## src/rtl/id_ex_stage_pkg.sv

```systemverilog
// id_ex_stage_pkg: shared widths, reset PC, ALU op codes, bubble control and hit helper.
package id_ex_stage_pkg;

  localparam int unsigned PKG_DATA_W   = 32;
  localparam int unsigned PKG_REG_AW   = 5;
  localparam int unsigned SHAMT_W      = 5;
  localparam int unsigned ALU_OP_W     = 4;
  localparam logic [31:0] PKG_RESET_PC = 32'h0000_3000;

  // ALU Op encodings, grouped add/sub, bit ops, lui, shifts, compares.
  typedef enum logic [3:0] {
    ALU_ADD  = 4'd0,
    ALU_SUB  = 4'd1,
    ALU_AND  = 4'd2,
    ALU_OR   = 4'd3,
    ALU_XOR  = 4'd4,
    ALU_NOR  = 4'd5,
    ALU_LUI  = 4'd6,
    ALU_SLL  = 4'd7,
    ALU_SRL  = 4'd8,
    ALU_SRA  = 4'd9,
    ALU_SLT  = 4'd10,
    ALU_SLTU = 4'd11
  } alu_op_e;

  // Control bits that travel with the instruction into MEM/WB.
  typedef struct packed {
    logic reg_write;
    logic mem_read;
    logic mem_write;
  } ctrl_t;

  // A bubble must never write a register or touch memory.
  localparam ctrl_t CTRL_BUBBLE = ctrl_t'(3'b000);

  // True when a writer targeting dst produces the value for source register src.
  // Register $0 is hard-wired to zero, so it never matches.
  function automatic logic dst_hits(input logic                  wr,
                                    input logic [PKG_REG_AW-1:0] dst,
                                    input logic [PKG_REG_AW-1:0] src);
    return wr && (dst != {PKG_REG_AW{1'b0}}) && (dst == src);
  endfunction

endpackage

```

## src/rtl/id_ex_stage_fwd_mux.sv

```systemverilog
// id_ex_stage_fwd_mux: 3:1 priority operand forward, EX/MEM over MEM/WB over own data.
module id_ex_stage_fwd_mux
  import id_ex_stage_pkg::*;
#(
  parameter int unsigned DATA_W = PKG_DATA_W,
  parameter int unsigned REG_AW = PKG_REG_AW
) (
  input  logic [REG_AW-1:0] i_src_addr,
  input  logic [DATA_W-1:0] i_src_data,
  input  logic              i_exm_reg_write,
  input  logic [REG_AW-1:0] i_exm_rd,
  input  logic [DATA_W-1:0] i_exm_result,
  input  logic              i_mwb_reg_write,
  input  logic [REG_AW-1:0] i_mwb_rd,
  input  logic [DATA_W-1:0] i_mwb_result,
  output logic [DATA_W-1:0] o_data
);

  logic w_exm_hit;
  logic w_mwb_hit;

  assign w_exm_hit = dst_hits(i_exm_reg_write, i_exm_rd, i_src_addr);
  assign w_mwb_hit = dst_hits(i_mwb_reg_write, i_mwb_rd, i_src_addr);

  // Youngest producer wins: EX/MEM result is newer than MEM/WB result.
  always_comb begin
    o_data = i_src_data;
    if (w_exm_hit) begin
      o_data = i_exm_result;
    end else if (w_mwb_hit) begin
      o_data = i_mwb_result;
    end else begin
      o_data = i_src_data;
    end
  end

endmodule

```

## src/rtl/id_ex_stage.sv

```systemverilog
// id_ex_stage: ID/EX pipeline register with operand forwarding, ALU input
// selection, load-use detection and hold/flush/bubble handling.
module id_ex_stage
  import id_ex_stage_pkg::*;
#(
  parameter int unsigned DATA_W   = PKG_DATA_W,
  parameter int unsigned REG_AW   = PKG_REG_AW,
  parameter logic [31:0] RESET_PC = PKG_RESET_PC
) (
  input  logic                clk,
  input  logic                rst,
  input  logic                id_valid,
  input  logic [31:0]         id_pc,
  input  logic [REG_AW-1:0]   id_rs_addr,
  input  logic [REG_AW-1:0]   id_rt_addr,
  input  logic [REG_AW-1:0]   id_rd_addr,
  input  logic [DATA_W-1:0]   id_rs_data,
  input  logic [DATA_W-1:0]   id_rt_data,
  input  logic [DATA_W-1:0]   id_imm,
  input  logic [SHAMT_W-1:0]  id_shamt,
  input  logic [ALU_OP_W-1:0] id_alu_op,
  input  logic                id_usigned,
  input  logic                id_src_imm,
  input  logic                id_src_shamt,
  input  logic                id_reg_write,
  input  logic                id_mem_read,
  input  logic                id_mem_write,
  input  logic                exm_reg_write,
  input  logic [REG_AW-1:0]   exm_rd,
  input  logic [DATA_W-1:0]   exm_result,
  input  logic                mwb_reg_write,
  input  logic [REG_AW-1:0]   mwb_rd,
  input  logic [DATA_W-1:0]   mwb_result,
  input  logic                hold,
  input  logic                flush,
  output logic                load_use,
  output logic                ex_valid,
  output logic [31:0]         ex_pc,
  output logic [DATA_W-1:0]   alu_a,
  output logic [DATA_W-1:0]   alu_b,
  output logic [ALU_OP_W-1:0] alu_op,
  output logic                alu_usigned,
  output logic [DATA_W-1:0]   ex_store_data,
  output logic [REG_AW-1:0]   ex_rd,
  output logic                ex_reg_write,
  output logic                ex_mem_read,
  output logic                ex_mem_write
);

  logic                r_valid;
  logic [31:0]         r_pc;
  logic [REG_AW-1:0]   r_rs_addr;
  logic [REG_AW-1:0]   r_rt_addr;
  logic [REG_AW-1:0]   r_rd;
  logic [DATA_W-1:0]   r_rs_data;
  logic [DATA_W-1:0]   r_rt_data;
  logic [DATA_W-1:0]   r_imm;
  logic [SHAMT_W-1:0]  r_shamt;
  logic [ALU_OP_W-1:0] r_alu_op;
  logic                r_usigned;
  logic                r_src_imm;
  logic                r_src_shamt;
  ctrl_t               r_ctrl;

  logic [DATA_W-1:0]   w_fwd_rs;
  logic [DATA_W-1:0]   w_fwd_rt;
  logic                w_load_use;
  logic                w_bubble;

  id_ex_stage_fwd_mux #(.DATA_W(DATA_W), .REG_AW(REG_AW)) u_fwd_rs (
    .i_src_addr      (r_rs_addr),
    .i_src_data      (r_rs_data),
    .i_exm_reg_write (exm_reg_write),
    .i_exm_rd        (exm_rd),
    .i_exm_result    (exm_result),
    .i_mwb_reg_write (mwb_reg_write),
    .i_mwb_rd        (mwb_rd),
    .i_mwb_result    (mwb_result),
    .o_data          (w_fwd_rs)
  );

  id_ex_stage_fwd_mux #(.DATA_W(DATA_W), .REG_AW(REG_AW)) u_fwd_rt (
    .i_src_addr      (r_rt_addr),
    .i_src_data      (r_rt_data),
    .i_exm_reg_write (exm_reg_write),
    .i_exm_rd        (exm_rd),
    .i_exm_result    (exm_result),
    .i_mwb_reg_write (mwb_reg_write),
    .i_mwb_rd        (mwb_rd),
    .i_mwb_result    (mwb_result),
    .o_data          (w_fwd_rt)
  );

  // A load in EX whose target is read by ID cannot forward in time; conservative
  // on rt (stores stall too). A flush kills both instructions, so no stall.
  assign w_load_use = !flush && id_valid && r_valid &&
                      (dst_hits(r_ctrl.mem_read, r_rd, id_rs_addr) ||
                       dst_hits(r_ctrl.mem_read, r_rd, id_rt_addr));

  // Flush always bubbles; a load-use stall bubbles only when not held.
  assign w_bubble = flush || (!hold && w_load_use);

  // Pipeline register update, priority flush > hold > load-use > capture.
  always_ff @(posedge clk or posedge rst) begin
    if (rst) begin
      r_valid     <= 1'b0;
      r_pc        <= RESET_PC;
      r_rs_addr   <= {REG_AW{1'b0}};
      r_rt_addr   <= {REG_AW{1'b0}};
      r_rd        <= {REG_AW{1'b0}};
      r_rs_data   <= {DATA_W{1'b0}};
      r_rt_data   <= {DATA_W{1'b0}};
      r_imm       <= {DATA_W{1'b0}};
      r_shamt     <= {SHAMT_W{1'b0}};
      r_alu_op    <= {ALU_OP_W{1'b0}};
      r_usigned   <= 1'b0;
      r_src_imm   <= 1'b0;
      r_src_shamt <= 1'b0;
      r_ctrl      <= CTRL_BUBBLE;
    end else if (w_bubble) begin
      r_valid     <= 1'b0;
      r_pc        <= 32'h0000_0000;
      r_rs_addr   <= {REG_AW{1'b0}};
      r_rt_addr   <= {REG_AW{1'b0}};
      r_rd        <= {REG_AW{1'b0}};
      r_rs_data   <= {DATA_W{1'b0}};
      r_rt_data   <= {DATA_W{1'b0}};
      r_imm       <= {DATA_W{1'b0}};
      r_shamt     <= {SHAMT_W{1'b0}};
      r_alu_op    <= {ALU_OP_W{1'b0}};
      r_usigned   <= 1'b0;
      r_src_imm   <= 1'b0;
      r_src_shamt <= 1'b0;
      r_ctrl      <= CTRL_BUBBLE;
    end else if (hold) begin
      // Latch forwarded operands so they survive their producer retiring.
      r_rs_data   <= w_fwd_rs;
      r_rt_data   <= w_fwd_rt;
    end else begin
      r_valid            <= id_valid;
      r_pc               <= id_pc;
      r_rs_addr          <= id_rs_addr;
      r_rt_addr          <= id_rt_addr;
      r_rd               <= id_rd_addr;
      r_rs_data          <= id_rs_data;
      r_rt_data          <= id_rt_data;
      r_imm              <= id_imm;
      r_shamt            <= id_shamt;
      r_alu_op           <= id_alu_op;
      r_usigned          <= id_usigned;
      r_src_imm          <= id_src_imm;
      r_src_shamt        <= id_src_shamt;
      r_ctrl.reg_write   <= id_valid && id_reg_write;
      r_ctrl.mem_read    <= id_valid && id_mem_read;
      r_ctrl.mem_write   <= id_valid && id_mem_write;
    end
  end

  // ALU operand select; shifts take the amount on A and the value on B.
  always_comb begin
    alu_a = w_fwd_rs;
    alu_b = w_fwd_rt;
    if (r_src_shamt) begin
      alu_a = {{(DATA_W-SHAMT_W){1'b0}}, r_shamt};
    end else begin
      alu_a = w_fwd_rs;
    end
    if (r_src_imm) begin
      alu_b = r_imm;
    end else begin
      alu_b = w_fwd_rt;
    end
  end

  assign load_use      = w_load_use;
  assign ex_valid      = r_valid;
  assign ex_pc         = r_pc;
  assign alu_op        = r_alu_op;
  assign alu_usigned   = r_usigned;
  assign ex_store_data = w_fwd_rt;
  assign ex_rd         = r_rd;
  assign ex_reg_write  = r_ctrl.reg_write;
  assign ex_mem_read   = r_ctrl.mem_read;
  assign ex_mem_write  = r_ctrl.mem_write;

endmodule

```

## config.mk

```make
export PLATFORM = sky130hd
export DESIGN_NAME = id_ex_stage
export DESIGN_NICKNAME = d
export VERILOG_FILES = /design/src/rtl/id_ex_stage_pkg.sv /design/src/rtl/id_ex_stage_fwd_mux.sv /design/src/rtl/id_ex_stage.sv
export SDC_FILE = /design/constraint.sdc
export NUM_CORES = 1
export LEC_CHECK = 0
export ABC_CLOCK_PERIOD_IN_PS = 6400
export BUFFER_PORTS_ARGS = -buffer_cell sky130_fd_sc_hd__buf_4
export CAP_MARGIN = 20
export CORE_MARGIN = 1.5
export CORE_UTILIZATION = 40
export DETAILED_ROUTE_END_ITERATION = 16
export PLACE_DENSITY = 0.71
export SLEW_MARGIN = 40
export SYNTH_ARGS = -nofsm -noshare
export SYNTH_HDL_FRONTEND = slang
export SYNTH_SLANG_ARGS = --single-unit
```

## constraint.sdc

```tcl
create_clock -name clk -period 6.4 [get_ports clk]
set_input_delay 0.96 -clock clk [delete_from_list [all_inputs] [get_ports clk]]
set_output_delay 0.96 -clock clk [all_outputs]
set_load 0.1 [all_outputs]
```

==> flow_metrics.py <==
metrics = {
    "routing": {
        "wl_met1_mm": 14.9,
        "drcViolationCount": 0,
        "highest_layer": "met4",
        "post_drt_via_cell_ratio": 6.04,
        "ant_nets": 0,
        "wl_met3_mm": 2.76,
        "wl_per_cell_um": 24.5,
        "firstDrtPassIters": 5,
        "dr_wl_met2_mm": 15.6,
        "num_vias": 8435,
        "routed_wl_mm": 34.2,
        "detailedRoute.firstIterationViolations": 678,
    },
    "sta": {
        "relSlewSlack_pct": 47.3,
        "period_needed_ps": 4720,
        "drv_slew": 0,
        "finalSetupTns_ps": 0,
        "final.setup.worst_slack_ps": 1680,
        "setup_viol": 0,
        "fin_hold_ws_ps": 498,
        "rsz0062_at_grt": "false",
        "hold_viol_final": 0,
        "tightest_slew_ps": 791,
        "max_clock_freq_ghz": 0.212,
        "finalCritPeriodShare_pct": 73.8,
        "skew_ps": 13.2,
    },
    "grt": {
        "track_usage_pct": 30.4,
        "grt.overflow.total": 0,
        "antenna_found_initial": 0,
        "grt_max_degree": 96,
        "grt_pass1_vias": 8205,
        "grt_first_pass_wirelength_mm": 50.3,
    },
    "synth": {
        "ys_types": 46,
        "seq_area_frac_synth_pct": 47.0,
        "syn-num-nets": 1024,
        "syn_area_per_cell_um2": 10.8,
        "synthCells": 785,
        "synth-edff-count": 0,
        "yosysWarnings": 0,
        "syn_area_um2": 8470,
        "synth-seq-cells": 159,
        "ys.flop_type": "dfrtp_1",
        "ys_async_sr_fraction_pct": 100,
    },
    "clock_network": {
        "ctsRootBufferMaster": "clkbuf_16",
        "cts_resized": 0,
        "clkSinkCount": 159,
        "cts_tree": "done",
        "cts_setup_buffers": 0,
        "clk_pin_slew_ps": 70,
        "cts.path.max_buffers": 2,
        "cts_hold_buf": 0,
        "htree_levels": 4,
        "numCtsBuffers": 17,
        "insertion_delay_ps": 430,
    },
    "worst_setup_path": {
        "cp_data_arrival_time_ps": 3760,
        "timing.rr.start": "ex_rd[2]$_DFFE_PP0P_",
        "critical_path_class": "input port to output pin",
        "crit_cells": 8,
        "critPathLaunch": "exm_rd[0]",
        "worstPathCellList": "buf_4 -> or4_1 -> o211ai_2 -> buf_4 -> or2_2 -> a31oi_1 -> mux2_2 -> buf_4",
        "reg2reg_to": "ex_mem_read$_DFFE_PP0P_",
        "r2r_cells": 6,
        "crit_top_cell": "buf_4",
        "cp-endpoint": "alu_b[27]",
        "critPathLaunchType": "input port",
        "r2r_slack_ps": 3520,
        "max_stage_delay_ps": 620,
        "critPathRequiredTime_ps": 5440,
        "cp_slowest_cell": "or2_2",
        "critPathCaptureType": "output pin",
        "crit_family": "simple AND/OR/NAND/NOR gates",
        "critPathBufInv": 3,
        "path_max_fanout": 33,
    },
    "die": {
        "num_rows": 53,
        "pin_count": 382,
        "initial_core_util_pct": 40.6,
        "die_area_um2": 22100,
        "dieHeight_um": 149,
        "core_area_um2": 20900,
        "die_w_um": 149,
    },
    "finish": {
        "drive_above_1_share_pct": 45.8,
        "nets": 1347,
        "diodes": 0,
        "area_growth_pct": 42.4,
    },
    "hold_path": {
        "hold_class": "flip-flop to flip-flop",
        "whs_path_depth": 1,
    },
    "pwr": {
        "internal-power_mw": 1.90,
        "powerDensity_nw_per_um2": 270,
        "p_leak_nw": 5.61,
        "share_comb_of_total_power_pct": 35.1,
        "pwr-share-seq_pct": 33.7,
        "sw_frac_of_total_pct": 41.7,
        "clock_power_share_pct": 31.3,
        "p_switching_mw": 1.36,
        "finalPower_mw": 3.26,
        "ir_drop_mv": 0.167,
    },
    "placement": {
        "place.gp.congestion": 0.957,
        "place_worst_setup_slack_ps": 1600,
        "dp_hpwl_mm": 24.9,
        "portBuffers": 381,
    },
    "status": {
        "outcome": "finished, final reports clean",
    },
    "run": {
        "cap_violations": 0,
    },
}
registers in the layout, indices dropped and copies added, names as in the netlist:
signal / flops
ex_valid: 1
ex_rd: 5
ex_pc: 32
r_src_shamt: 1
alu_usigned: 1
ex_reg_write: 1
ex_mem_write: 1
alu_op: 4
ex_mem_read: 1
r_rs_addr: 5
r_rs_data: 32
r_shamt: 5
r_rt_addr: 5
r_rt_data: 32
r_imm: 32
r_src_imm: 1
kinds of logic (layout without fill, tap and decap cells):
family	count (synthesis)	count (layout)	synth area share, %
and+or+nand+nor	134	134	8.14
AOI/OAI and AO/OA	301	301	29.3
muxes	57	57	7.21
DFF	159	159	47.0
buffers and inverters	104	440	5.26
xor gates and xnor gates	30	30	3.10
worst register-to-register path: cells and delay by family (launching register included):
family / cells / cell delay (ps)
compound gates: 3 / 1140
flops: 1 / 460
simple gates: 1 / 530
buf+inv: 2 / 690
area by class of cell:
class | count | area [um2]
Timing Repair Buffer | 398 | 3000
Sequential cell | 159 | 3980
Clock inverter | 14 | 163
Tap cell | 275 | 344
Clock buffer | 18 | 429
Fill cell | 1857 | 8830
Multi-Input combinational cell | 522 | 4100
Inverter | 10 | 45.0
power by group through the flow:
stage	sequential [mW]	clock [mW]	combinational, mW
floorplan	1.22	0	0.687
global placement	1.11	0	1.13
detailed placement	1.11	0	1.14
CTS	1.10	1.03	1.14
global route	1.10	1.08	1.18
finish	1.10	1.02	1.14
Yosys cell counts (all sizes together) (3+ instances only):
cell       n  area share, %
o22ai     26            1.9
mux2      32            4.3
or2        3           0.22
buf       27            1.8
o211a      3           0.35
o32ai      4           0.41
dfrtp    157             46
a32o       3           0.35
a31oi     32            2.4
clkbuf    67            3.0
nand4     37            2.7
a211oi    55            5.1
o21ai      5           0.34
o2bb2ai    3           0.31
nand2      7           0.31
a22o      98             10
nand3      6           0.35
xnor2     20            2.1
o221a     30            4.2
nor3      36            2.1
mux2i     25            3.0
or4        3           0.31
xor2      10            1.0
o31ai     37            3.4
inv       10           0.44
nor2      36            1.6
worst min-delay path by stage:
| stage | from | end | slack, ps |
|---|---|---|---|
| floorplan | r_imm[0]$_DFFE_PP0P_ | r_imm[0]$_DFFE_PP0P_ | 470 |
| global placement | ex_mem_write$_DFFE_PP0P_ | ex_mem_write$_DFFE_PP0P_ | 480 |
| detailed placement | ex_mem_write$_DFFE_PP0P_ | ex_mem_write$_DFFE_PP0P_ | 480 |
| CTS | ex_mem_write$_DFFE_PP0P_ | ex_mem_write$_DFFE_PP0P_ | 500 |
| global route | r_imm[12]$_DFFE_PP0P_ | r_imm[12]$_DFFE_PP0P_ | 520 |
| finish | ex_mem_write$_DFFE_PP0P_ | ex_mem_write$_DFFE_PP0P_ | 500 |
per-stage QoR:
stage               std cells  cell area (um2)  util (%)
floorplan                 785             8470         -
global placement         1364            11400      54.7
detailed placement       1364            11500      54.9
CTS                      1396            12100      57.7
global route             1396            12100      57.7
finish                   1396            12100      57.7
layer usage:
layer / global-route usage, % / vias up
li1: - / 3767
met1: 42.6 / 4160
met2: 46.0 / 446
met3: 6.84 / 62
met4: 10.9 / 0
met5: 0 / -
cell usage in the layout, fill, tap and decap left out, types with 4 or more instances in the layout:
master,n
o31ai_1,35
inv_8,5
o32ai_1,4
clkinv_8,4
nand3_1,6
a31oi_1,32
nand4_1,37
xor2_1,10
inv_6,4
a22o_1,98
nand2_1,7
mux2i_1,25
xnor2_1,20
o221a_2,28
nor3_1,35
buf_4,395
mux2_2,32
nor2_1,34
inv_1,9
clkbuf_16,17
o22ai_1,26
a211oi_1,52
dfrtp_1,157
(Power assumes the default switching activity.)
